## src/rtl/product_accumulator_if.sv

```systemverilog
// Beat/result handshake bundle between the multiplier, the product accumulator and its consumer.
interface product_accumulator_if #(
  parameter int ACC_W = 64,
  parameter int CNT_W = 8
);
  logic [1:0]       i_Numerical_Precision;
  logic [47:0]      i_product;
  logic             i_valid;
  logic             i_last;
  logic             o_in_ready;
  logic             i_clear;
  logic             o_out_valid;
  logic             i_out_ready;
  logic [ACC_W-1:0] o_acc;
  logic [CNT_W-1:0] o_count;
  logic             o_ovf;
  logic             o_err;

  modport master (
    output i_Numerical_Precision, i_product, i_valid, i_last, i_clear, i_out_ready,
    input  o_in_ready, o_out_valid, o_acc, o_count, o_ovf, o_err
  );

  modport slave (
    input  i_Numerical_Precision, i_product, i_valid, i_last, i_clear, i_out_ready,
    output o_in_ready, o_out_valid, o_acc, o_count, o_ovf, o_err
  );
endinterface

```

## src/rtl/product_accumulator.sv

```systemverilog
// Accumulates one group of 48-bit multiplier products into a wide sum with beat count and flags.
// Define ACC_SAT_EN to saturate the sum on overflow instead of wrapping.
//
//  state | meaning
//  IDLE  | waiting for the first beat of a group
//  ACCUM | group open, adding beats until i_last
//  HOLD  | result presented, waiting for i_out_ready
module product_accumulator #(
  parameter int ACC_W = 64,
  parameter int CNT_W = 8
) (
  input logic                  i_clk,
  input logic                  i_rst,
  product_accumulator_if.slave bus
);

  typedef enum logic [1:0] {
    IDLE  = 2'd0,
    ACCUM = 2'd1,
    HOLD  = 2'd2
  } state_t;

  state_t           state_q, state_d;
  logic [ACC_W-1:0] acc_q, acc_d;
  logic [CNT_W-1:0] cnt_q, cnt_d;
  logic [1:0]       tag_q, tag_d;
  logic             ovf_q, ovf_d;
  logic             err_q, err_d;
  logic             in_ready_q;

  logic             accept;
  logic [1:0]       tag_eff;
  logic [ACC_W-1:0] operand;
  logic [ACC_W:0]   sum;
  logic             ovf_new;

  always_ff @(posedge i_clk or posedge i_rst) begin
    if (i_rst) begin
      state_q    <= IDLE;
      acc_q      <= '0;
      cnt_q      <= '0;
      tag_q      <= '0;
      ovf_q      <= 1'b0;
      err_q      <= 1'b0;
      in_ready_q <= 1'b0;
    end else begin
      state_q    <= state_d;
      acc_q      <= acc_d;
      cnt_q      <= cnt_d;
      tag_q      <= tag_d;
      ovf_q      <= ovf_d;
      err_q      <= err_d;
      in_ready_q <= (state_d != HOLD);
    end
  end

  always_comb begin
    state_d = state_q;
    acc_d   = acc_q;
    cnt_d   = cnt_q;
    tag_d   = tag_q;
    ovf_d   = ovf_q;
    err_d   = err_q;

    accept  = bus.i_valid && in_ready_q;
    // The first beat of a group masks with its own tag; later beats use the latched one.
    tag_eff = (state_q == IDLE) ? bus.i_Numerical_Precision : tag_q;
    operand = (tag_eff == 2'b11) ? ACC_W'(bus.i_product) : ACC_W'(bus.i_product[23:0]);
    sum     = {1'b0, acc_q} + {1'b0, operand};
    ovf_new = ovf_q | sum[ACC_W];

    unique case (state_q)
      IDLE: begin
        if (bus.i_clear) begin
          acc_d = '0;
          cnt_d = '0;
          ovf_d = 1'b0;
          err_d = 1'b0;
        end else if (accept) begin
          tag_d   = bus.i_Numerical_Precision;
          acc_d   = operand;
          cnt_d   = CNT_W'(1);
          ovf_d   = 1'b0;
          err_d   = 1'b0;
          state_d = bus.i_last ? HOLD : ACCUM;
        end
      end
      ACCUM: begin
        if (bus.i_clear) begin
          acc_d   = '0;
          cnt_d   = '0;
          ovf_d   = 1'b0;
          err_d   = 1'b0;
          state_d = IDLE;
        end else if (accept) begin
`ifdef ACC_SAT_EN
          acc_d = ovf_new ? '1 : sum[ACC_W-1:0];
`else
          acc_d = sum[ACC_W-1:0];
`endif
          ovf_d = ovf_new;
          err_d = err_q | (bus.i_Numerical_Precision != tag_q);
          cnt_d = (&cnt_q) ? cnt_q : cnt_q + CNT_W'(1);
          if (bus.i_last) state_d = HOLD;
        end
      end
      HOLD: begin
        if (bus.i_out_ready) state_d = IDLE;
      end
      default: state_d = IDLE;
    endcase
  end

  assign bus.o_in_ready  = in_ready_q;
  assign bus.o_out_valid = (state_q == HOLD);
  assign bus.o_acc       = acc_q;
  assign bus.o_count     = cnt_q;
  assign bus.o_ovf       = ovf_q;
  assign bus.o_err       = err_q;

endmodule

```

## src/flat_wrapper.sv

```systemverilog
// flat-port wrapper written by rule: the top's interface ports become plain ports
module product_accumulator_flat 
#(
  parameter int ACC_W = 64,
  parameter int CNT_W = 8
)
  (i_clk, i_rst, bus_i_Numerical_Precision, bus_i_product, bus_i_valid, bus_i_last, bus_i_clear, bus_i_out_ready, bus_o_in_ready, bus_o_out_valid, bus_o_acc, bus_o_count, bus_o_ovf, bus_o_err);
  product_accumulator_if #(.ACC_W(ACC_W), .CNT_W(CNT_W)) bus_i ();
  input logic i_clk;
  input logic i_rst;
  input wire logic [$bits(bus_i.i_Numerical_Precision)-1:0] bus_i_Numerical_Precision;
  input wire logic [$bits(bus_i.i_product)-1:0] bus_i_product;
  input wire logic [$bits(bus_i.i_valid)-1:0] bus_i_valid;
  input wire logic [$bits(bus_i.i_last)-1:0] bus_i_last;
  input wire logic [$bits(bus_i.i_clear)-1:0] bus_i_clear;
  input wire logic [$bits(bus_i.i_out_ready)-1:0] bus_i_out_ready;
  output wire logic [$bits(bus_i.o_in_ready)-1:0] bus_o_in_ready;
  output wire logic [$bits(bus_i.o_out_valid)-1:0] bus_o_out_valid;
  output wire logic [$bits(bus_i.o_acc)-1:0] bus_o_acc;
  output wire logic [$bits(bus_i.o_count)-1:0] bus_o_count;
  output wire logic [$bits(bus_i.o_ovf)-1:0] bus_o_ovf;
  output wire logic [$bits(bus_i.o_err)-1:0] bus_o_err;
  assign bus_i.i_Numerical_Precision = bus_i_Numerical_Precision;
  assign bus_i.i_product = bus_i_product;
  assign bus_i.i_valid = bus_i_valid;
  assign bus_i.i_last = bus_i_last;
  assign bus_i.i_clear = bus_i_clear;
  assign bus_i.i_out_ready = bus_i_out_ready;
  assign bus_o_in_ready = bus_i.o_in_ready;
  assign bus_o_out_valid = bus_i.o_out_valid;
  assign bus_o_acc = bus_i.o_acc;
  assign bus_o_count = bus_i.o_count;
  assign bus_o_ovf = bus_i.o_ovf;
  assign bus_o_err = bus_i.o_err;
  product_accumulator #(.ACC_W(ACC_W), .CNT_W(CNT_W)) u_core (.i_clk(i_clk), .i_rst(i_rst), .bus(bus_i));
endmodule
```

## config.mk

```make
export PLATFORM = sky130hd
export DESIGN_NAME = product_accumulator_flat
export DESIGN_NICKNAME = d
export VERILOG_FILES = /design/src/rtl/product_accumulator_if.sv /design/src/rtl/product_accumulator.sv /design/src/flat_wrapper.sv
export SDC_FILE = /design/constraint.sdc
export NUM_CORES = 1
export LEC_CHECK = 0
export CORE_AREA = 2 2 134 136
export DETAILED_ROUTE_END_ITERATION = 12
export DIE_AREA = 0 0 136 138
export GPL_ROUTABILITY_DRIVEN = 0
export GPL_TIMING_DRIVEN = 0
export PLACE_DENSITY = 0.8
export SETUP_SLACK_MARGIN = 0.5
export SYNTH_ARGS = -nofsm -noshare
export SYNTH_HDL_FRONTEND = slang
export SYNTH_SLANG_ARGS = --single-unit
export TNS_END_PERCENT = 100
```

## constraint.sdc

```tcl
create_clock -name i_clk -period 7.6 [get_ports i_clk]
set_input_delay 1.52 -clock i_clk [delete_from_list [all_inputs] [get_ports i_clk]]
set_output_delay 1.52 -clock i_clk [all_outputs]
set_load 0.005 [all_outputs]
```

==> results of run 1 <==
-- stage by stage --
stage | setup slack [ns] | total power [W] | std cells | hold slack, ns | utilization
3_3_place_gp | 0.823 | 0.00128 | 1366 | 0.491 | 0.528
4_1_cts | 1.14 | 0.00173 | 1383 | 0.518 | 0.546
3_5_place_dp | 0.782 | 0.00129 | 1367 | 0.505 | 0.530
2_1_floorplan | 2.50 | 0.00102 | 1010 | 0.486 | -
6_report | 0.890 | 0.00174 | 1383 | 0.515 | 0.546
5_1_grt | 0.718 | 0.00184 | 1383 | 0.543 | 0.546
-- logic make-up after synthesis --
group,after synthesis,synth area share
compound gates,358,0.315
simple gates,343,0.215
buf+inv,109,0.0552
flops,79,0.257
xor+xnor,72,0.0819
fa+ha+maj,44,0.0692
mux,5,0.00698
-- sequential cells by signal, summed over array words and instances (netlist names) --
register               count
u_core.bus.o_acc          64
u_core.bus.o_count         8
u_core.state_q             2
u_core.tag_q               2
u_core.bus.o_err           1
u_core.bus.o_in_ready      1
u_core.bus.o_ovf           1
-- routing by layer --
metal	part of all wire	wire length, um	vias up
met5	0	0	-
met4	0.048	1230	0
met3	0.099	2550	101
met2	0.44	11200	497
met1	0.42	10600	4111
li1	-	-	4033
-- critical path, delay by kind of cell --
kind                       cells  cell delay (ns)
buffers and inverters          7             2.74
adders and majority gates      1             0.32
AOI/OAI and AO/OA              3             0.52
muxes                          1             0.19
and+or+nand+nor                7             1.60
-- power breakdown --
group	switching, W	leakage [nW]	internal (W)	total, W
sequential	0.0000450	1.04	0.000465	0.000510
combinational	0.000459	2.67	0.000338	0.000797
clock	0.000208	0.132	0.000227	0.000435
total	0.000712	3.84	0.00103	0.00174
-- worst paths after layout --
kind | from | endpoint | cells past startpoint
max | bus_i_Numerical_Precision[0] | u_core.bus.o_acc[57] | 19
min | u_core.bus.o_err | u_core.bus.o_err | 2
max reg2reg | u_core.state_q[1] | u_core.bus.o_acc[57] | 18
min reg2reg | u_core.bus.o_err | u_core.bus.o_err | 2
max in group asynchronous | i_rst | u_core.bus.o_acc[60] | 3
min in group asynchronous | i_rst | u_core.bus.o_acc[12] | 2
-- Yosys cell counts (6+ instances only) --
cell,number
a211oi_1,6
a221oi_1,28
nand3_1,23
ha_1,33
xnor2_1,28
or3_1,8
o211ai_1,12
nor4bb_1,14
buf_2,6
and2_1,14
clkbuf_1,63
a22oi_1,11
a32oi_1,7
o31ai_1,12
and3_1,8
nand4_1,12
buf_1,8
nor2_1,118
inv_1,29
a21oi_1,85
maj3_1,10
o21a_1,8
o32ai_1,9
nor2b_1,9
a31oi_1,22
dfrtp_1,79
xor2_1,44
or4_1,6
a21o_1,26
o21ai_0,57
nor3_1,10
o22ai_1,20
nand2_1,97
-- area by class of cell --
type	instances	area [sq um]
fill	1663	7960
multi-input combinational	822	5300
sequential	79	1980
timing repair buffer	128	1300
buffer	80	317
tap	229	287
clock buffer	10	229
inverter	29	111
clock inverter	6	52.6
==> flow_summary.ini, run 1 <==
[critical_path]
path_common_cell = clkbuf_1
cp-start-kind = input pin
r2r_setup_slack_ns = 1.88
crit_path_end_kind = flop
max_stage_delay_ns = 0.54
worst-path-max-fanout = 10
crit_chain = clkdlybuf4s50_1 > nand4bb_1 > clkbuf_1 > buf_2 > nand2_1 > clkbuf_1 > clkbuf_1 > clkbuf_1 > and2_1 > ha_1 > and3_1 > nand4_1 > o21ai_0 > or3b_1 > a221o_1 > buf_2 > nand4_1 > mux2i_1 > o21ai_0
worstSetupPathType = in -> reg
critPathArrivalTime_ns = 6.91
worstPathRequired_ns = 7.80
slowest_stage = clkdlybuf4s50_1

[global_routing]
grt_pass1_wl_mm = 40.9
busiest_layer = met2
grt_max_degree = 58
first_global_vias = 8218
met2_usage = 0.406
grtUsageMet3 = 0.0513
use_met1 = 0.366
grt-ovfl-total = 0
antenna_found_initial = 0
grt_usage = 0.269

[cells_and_area]
layout_common_cells = 127 x clkdlybuf4s50_1, 118 x nor2_1, 97 x nand2_1
layout-drive-gt1-share = 0.0329
design_area_sq_um = 9570
syn2layout_area_growth_pct = 24.3
diodes = 0
nets = 1239
final_common_cell = clkdlybuf4s50_1

[timing]
setup_viol = 0
tightest_slew_ns = 1.01
max_freq_mhz = 149
timing.setup.tns_ns = 0
hold_viol = 0
slew_viol_final = 0
rsz0062_at_grt = false
fin_worst_skew_ns = 0.0133
fin_crit_ns = 6.71
relSlewSlack = 0.321
fin_crit_sh = 0.883

[place]
dpl.hpwl_mm = 19.1
io_buffer_count = 127
dpl-instance-area_sq_um = 9290

[floorplan]
fp.dieH_um = 138
ios = 132
core_sq_um = 17500
chipWidth_um = 136
initial_utilization = 0.439
num_rows = 49
die-area_sq_um = 18800

[power_and_ir_drop]
peakVddDrop_mv = 0.132
cellLeakagePower_nw = 3.84
power_density_nw_per_um2 = 182

[logic_synthesis]
post-synth-top-area-cell = dfrtp_1
synth_edf_count = 0
synth.distinct_cells = 71
syn_avg_cell_area_sq_um = 7.63
synth_top_area_share = 0.257
synth_seq_cells = 79
yosys_warnings = 0
syn_nets = 1100
synth-async-reset-ratio = 1.00
yosysSeqAreaShare = 0.257
synthTopCellsByArea = dfrtp_1 26%, nor2_1 5.8%, a21oi_1 5.5%
synth_ff_type = dfrtp_1
synthesis.area_sq_um = 7700
synthCells = 1010

[run]
max_cap_viol_count = 0

[worst_hold_path]
holdCritPathClass = reg -> reg

[routing]
drt_iter0_markers = 807
post_drt_wl_per_cell_um = 18.5
postRouteAntennaNets = 0
vias = 8742
routed_wl_mm = 25.7
viasPerCell = 6.32
drc_errors = 0
drtPass1Iterations = 6

[clock_tree]
path_clk_slew_ns = 0.07
cts_resized = 0
h-tree-depth = 3
post_cts_buffers = 0
cts_root_buffer = clkbuf_16
cts_tree = done
cts_hold_buf = 0
clkSinkCount = 79
clockBufferDepth = 2
clock_latency_ns = 0.36
cts_buffers = 9

[outcome]
outcome = finished clean
Note: power is estimated with default switching activity, not from simulation.
==> inputs of run 2 (changes only) <==
ABC_CLOCK_PERIOD_IN_PS = 7600   (was unset)
GPL_TIMING_DRIVEN = unset   (was 0)
==> run 2 against run 1 <==
Core utilization is 1.2 points lower. Global-route usage down 2.3 points. Setup slack better by 1.6 ns. Clock power grew 0.9%. Count of clock-buffer cells in the layout unchanged. Via count decreased by 7.0%. Die area did not move. Sequential share of layout area up 0.47 points. Clock skew shrank 0.0033 ns. Flip-flop and latch count is the same. Hold slack better by 0.016 ns.
==> flow_summary.ini, run 2 (synthesis gave the netlist of run 1 again) <==
[floorplan]
chipWidth_um = 136
ios = 132
initial_utilization = 0.439
fp.dieH_um = 138
core_sq_um = 17500
num_rows = 49
die-area_sq_um = 18800

[global_routing]
grt_usage = 0.246
grt-ovfl-total = 0
first_global_vias = 7516
antenna_found_initial = 0
grt_max_degree = 58
grt_pass1_wl_mm = 37.9

[timing]
fin_crit_ns = 5.08
setup_slack_ns = 2.52
setup_viol = 0
slew_viol_final = 0
rsz0062_at_grt = false
max_freq_mhz = 197
fin_worst_skew_ns = 0.0101
fin_crit_sh = 0.668
tightest_slew_ns = 1.17
timing.setup.tns_ns = 0
relSlewSlack = 0.218
hold_viol = 0

[routing]
drtPass1Iterations = 5
viasPerCell = 6.17
postRouteAntennaNets = 0
drc_errors = 0
vias = 8129
drt_iter0_markers = 705
routed_wl_mm = 23.3
post_drt_wl_per_cell_um = 17.7

[cells_and_area]
multiInputGateArea_sq_um = 5310
largest_reg_flops = 64
layout_common_cells = 131 x clkdlybuf4s50_1, 116 x nor2_1, 97 x nand2_1
layout-drive-gt1-share = 0.0386
final_cell_count_no_fill = 1317
num-fill-cells = 1663
final_util = 0.534
regArea_sq_um = 1980
diodes = 0
final_common_cell = clkdlybuf4s50_1
nets = 1173
syn2layout_area_growth_pct = 21.5

[power_and_ir_drop]
power_density_nw_per_um2 = 183
internal-power_w = 0.00102
peakVddDrop_mv = 0.118
pwr-share-comb = 0.434
p_switching_w = 0.000687
pwr-share-clk = 0.256
switching_share = 0.402
pwr-share-seq = 0.310
cellLeakagePower_nw = 3.78

[clock_tree]
post_cts_buffers = 0
clock_latency_ns = 0.37
h-tree-depth = 3
cts_tree = done
cts_hold_buf = 0
cts_root_buffer = clkbuf_16
path_clk_slew_ns = 0.07
cts_resized = 0
clockBufferDepth = 2
cts_buffers = 9
clkSinkCount = 79

[run]
max_cap_viol_count = 0

[place]
io_buffer_count = 131
place_ws_ns = 2.18
placed_cells = 1301
dpl.hpwl_mm = 16.4

[critical_path]
worstPathRequired_ns = 7.88
rr_worst_depth = 13
critPathArrivalTime_ns = 5.36
cp-start-kind = input pin
worstSetupPathType = in -> reg
crit_path_end_kind = flop
worst-path-max-fanout = 9

[worst_hold_path]
holdCritPathClass = reg -> reg
hold_depth = 1

[outcome]
outcome = finished clean
## run 2: area by class of cell
| class | count | share of cell area |
|---|---|---|
| clock buffer | 10 | 0.0245 |
| clock inverter | 6 | 0.00548 |
| inverter | 29 | 0.0118 |
| multi-input combinational | 822 | 0.568 |
| sequential | 79 | 0.211 |
| tap | 229 | 0.0306 |
| timing repair buffer | 142 | 0.149 |
## run 2: metrics by stage
step	area [sq um]	hold slack, ns	power (W)
after floorplan	7700	0.486	0.00102
after global placement	9080	0.513	0.00125
after detailed placement	9080	0.516	0.00127
after CTS	9360	0.529	0.00170
after global routing	9360	0.548	0.00181
final	9360	0.531	0.00171
## run 2: power groups by stage
stage | sequential, W | clock [W] | combinational (W)
floorplan | 0.000511 | 0 | 0.000512
global placement | 0.000535 | 0 | 0.000719
detailed placement | 0.000536 | 0 | 0.000730
CTS | 0.000529 | 0.000437 | 0.000735
global route | 0.000538 | 0.000457 | 0.000816
finish | 0.000530 | 0.000439 | 0.000743
## run 2: worst paths after layout
path | slack (ns) | from | endpoint
min in group asynchronous | 1.46 | i_rst | u_core.bus.o_acc[14]
max in group asynchronous | 5.03 | i_rst | u_core.bus.o_acc[46]
hold reg to reg | 0.53 | u_core.bus.o_acc[59] | u_core.bus.o_acc[59]
setup reg to reg | 3.62 | u_core.state_q[1] | u_core.bus.o_acc[57]
hold / removal | 0.53 | u_core.bus.o_acc[59] | u_core.bus.o_acc[59]
setup / recovery | 2.52 | bus_i_product[10] | u_core.bus.o_acc[58]
## run 2: per-layer routing
metal | wire, um | vias to the layer above | GRT usage | part of all wire
li1 | - | 3897 | - | -
met1 | 10200 | 3822 | 0.336 | 0.44
met2 | 10500 | 353 | 0.378 | 0.45
met3 | 1920 | 57 | 0.0587 | 0.082
met4 | 604 | 0 | 0.0850 | 0.026
met5 | 0 | - | 0 | 0
## run 2: critical path, stage by stage
cell and delay, ns:
clkdlybuf4s50_1 0.44, ha_1 0.42, nand4_1 0.16, or3_1 0.39, or4_1 0.40, o21ba_1 0.21, a211o_1 0.34, a41oi_2 0.26
a31oi_2 0.20, o31a_1 0.43, or4_1 0.49, o211ai_1 0.10
==> RTL change (settings of run 1) <==
`CNT_W` is set to 8 in 3 places; all go to 6.
--- a/src/rtl/product_accumulator_if.sv
+++ b/src/rtl/product_accumulator_if.sv
@@ -3,3 +3,3 @@
   parameter int ACC_W = 64,
-  parameter int CNT_W = 8
+  parameter int CNT_W = 6
 );
--- a/src/rtl/product_accumulator.sv
+++ b/src/rtl/product_accumulator.sv
@@ -9,3 +9,3 @@
   parameter int ACC_W = 64,
-  parameter int CNT_W = 8
+  parameter int CNT_W = 6
 ) (
--- a/src/flat_wrapper.sv
+++ b/src/flat_wrapper.sv
@@ -4,3 +4,3 @@
   parameter int ACC_W = 64,
-  parameter int CNT_W = 8
+  parameter int CNT_W = 6
 )
Interface: changed (resized bus_o_count); port bits go from 132 to 130. No check against the original RTL was run, so the function may have changed too.
==> RTL change against run 1 <==
Sequential cell count decreased by 2; largest cell class unchanged; cell count decreased by 1.4%; first-iteration DRC count increased by 23%; design area is 1.3% lower; critical path type unchanged; die area unchanged; fmax is 11% higher; worst setup slack improved by 0.65 ns; synthesized area down 0.94%; total power rose by 2.5%; wire length down 0.88%.
==> RTL change: results (changes against run 1) <==
outcome = complete, no violations
Antenna Cells = 0 (unchanged)
Post-synth ARST share = 100% (unchanged)
XOR/XNOR share of the synthesized area = 8.25% (+0.061 points)
FILL cells = 1656 (-0.42%)
arrival time worst endpoint = 6.33 ns (-0.58 ns)
highest routed layer = met5
clock skew = 0.00631 ns (-0.00701 ns)
Final #Nets = 1221 (-1.5%)
Internal = 1.06 mW (+3.3%)
Compound-Gate Fraction of Synth Area = 30.9% (-0.64 points)
worst reg2reg path depth = 17 (-1)
final WL = 25.4 mm (-0.88%)
initial antenna violation count = 1 (+1)
met3 WL = 2.36 mm (-7.2%)
Synthesized Nets = 1088 (-1.1%)
Post-Synth Adder-Cell Area = 6.85% (-0.065 points)
library cells used by synthesis = 85 (+20%)
crit path to = u_core.bus.o_acc[63]$_DFFE_PP0P_
proportion of layout cells with a drive suffix above 1 = 4.76% (+1.5 points)
input/output buffers = 121 (-4.7%)
Critical Path Max Stage Delay = 0.57 ns (+0.03 ns)
sequential element share of the synthesized area = 25.3% (-0.41 points)
WL met2 = 11.3 mm (+0.29%)
top post-synthesis cells by area = dfrtp_1 (25%), a21oi_1 (6.3%), nor2_1 (5.8%)
critical path startpoint = bus_i_Numerical_Precision[1]
met3 usage in global routing = 4.88% (-0.26 points)
Initial DRC Count = 989 (+23%)
number of global-route vias before repair = 7751 (-5.7%)
Via-to-Cell Ratio = 6.19 (-2.1%)
met1 Use GR = 35.9% (-0.72 points)
WL met1 = 10.7 mm (+0.49%)
Max IR drop VDD = 0.117 mV (-11%)
Post-synth top cells = nor2_1 (117), a21oi_1 (96), nand2_1 (93), dfrtp_1 (77), clkbuf_1 (63)
Initial DRT Pass Iterations = 6 (unchanged)
largest net degree at the start of global routing = 45 (-22%)
GR Util All Layers = 26.5% (-0.39 points)
Clk Latency, worst-skew pair = 0.36 ns (about the same)
Leakage = 3.68 nW (-4.4%)
reg-to-reg slack, setup = 2.72 ns (+0.84 ns)
Detail Placement HPWL = 18.7 mm (-2.2%)
GR Util met2 = 40.8% (+0.24 points)
Worst slew margin = 44.2% (+12 points)
mux cell area share after synthesis = 0.705% (+0.0066 points)
first-pass GRT wire length = 40.1 mm (-2.0%)
## RTL change: cell count changes in the layout (fill, tap and decap cells not counted), sizes merged, moves of 5 or more
cell           before  now
nand4              12   17
clkdlybuf4s50     127  121
xor2               44   36
o22ai              20   15
xnor2              28   35
nor3               10   16
inv                32   41
a21oi              85   98
a21o               26   16
## RTL change: cell type report
class                      instances  area, sq um  area share [%]
sequential                        77         1930            20.4
inverter                          39          149            1.58
clock inverter                     5         60.1           0.636
buffer                            75          320            3.39
timing repair buffer             122         1240            13.1
multi-input combinational        807         5240            55.4
tap                              229          287            3.03
clock buffer                      10          229            2.42
## RTL change: logic make-up (layout without fill, tap and decap cells)
| kind of cell | count (synthesis) | in the layout |
|---|---|---|
| XOR/XNOR | 71 | 71 |
| AND/OR/NAND/NOR | 347 | 347 |
| flip-flops | 77 | 77 |
| adder cells (fa/ha/maj) | 43 | 43 |
| buffers and inverters | 114 | 251 |
| multiplexers | 5 | 5 |
| AO/OA/AOI/OAI | 341 | 341 |
## RTL change: worst min path at each step
stage / start / endpoint / slack (ns) / cells past startpoint
2_1_floorplan: u_core.bus.o_err$_DFFE_PP0P_ / u_core.bus.o_err$_DFFE_PP0P_ / 0.49 / 2
3_5_place_dp: u_core.bus.o_ovf$_DFFE_PP0P_ / u_core.bus.o_ovf$_DFFE_PP0P_ / 0.48 / 1
3_3_place_gp: u_core.bus.o_ovf$_DFFE_PP0P_ / u_core.bus.o_ovf$_DFFE_PP0P_ / 0.48 / 1
5_1_grt: u_core.bus.o_ovf$_DFFE_PP0P_ / u_core.bus.o_ovf$_DFFE_PP0P_ / 0.52 / 1
6_report: u_core.bus.o_ovf$_DFFE_PP0P_ / u_core.bus.o_ovf$_DFFE_PP0P_ / 0.50 / 1
4_1_cts: u_core.bus.o_ovf$_DFFE_PP0P_ / u_core.bus.o_ovf$_DFFE_PP0P_ / 0.50 / 1
## RTL change: power groups by stage
stage | sequential, mW | clock, mW | combinational [mW]
after floorplan | 0.507 | 0 | 0.537
after global placement | 0.515 | 0 | 0.786
after detailed placement | 0.515 | 0 | 0.801
after CTS | 0.509 | 0.454 | 0.809
after global routing | 0.516 | 0.468 | 0.897
final | 0.511 | 0.453 | 0.822
## RTL change: through the flow
stage / hold slack (ns) / area [sq um] / cells / setup WS, ns / power, mW
finish: 0.495 / 9450 / 1364 / 1.54 / 1.79
global route: 0.523 / 9450 / 1364 / 1.46 / 1.88
CTS: 0.498 / 9450 / 1364 / 1.74 / 1.77
detailed placement: 0.483 / 9160 / 1349 / 1.36 / 1.32
global placement: 0.479 / 9130 / 1348 / 1.38 / 1.30
floorplan: 0.486 / 7630 / 998 / 2.77 / 1.04
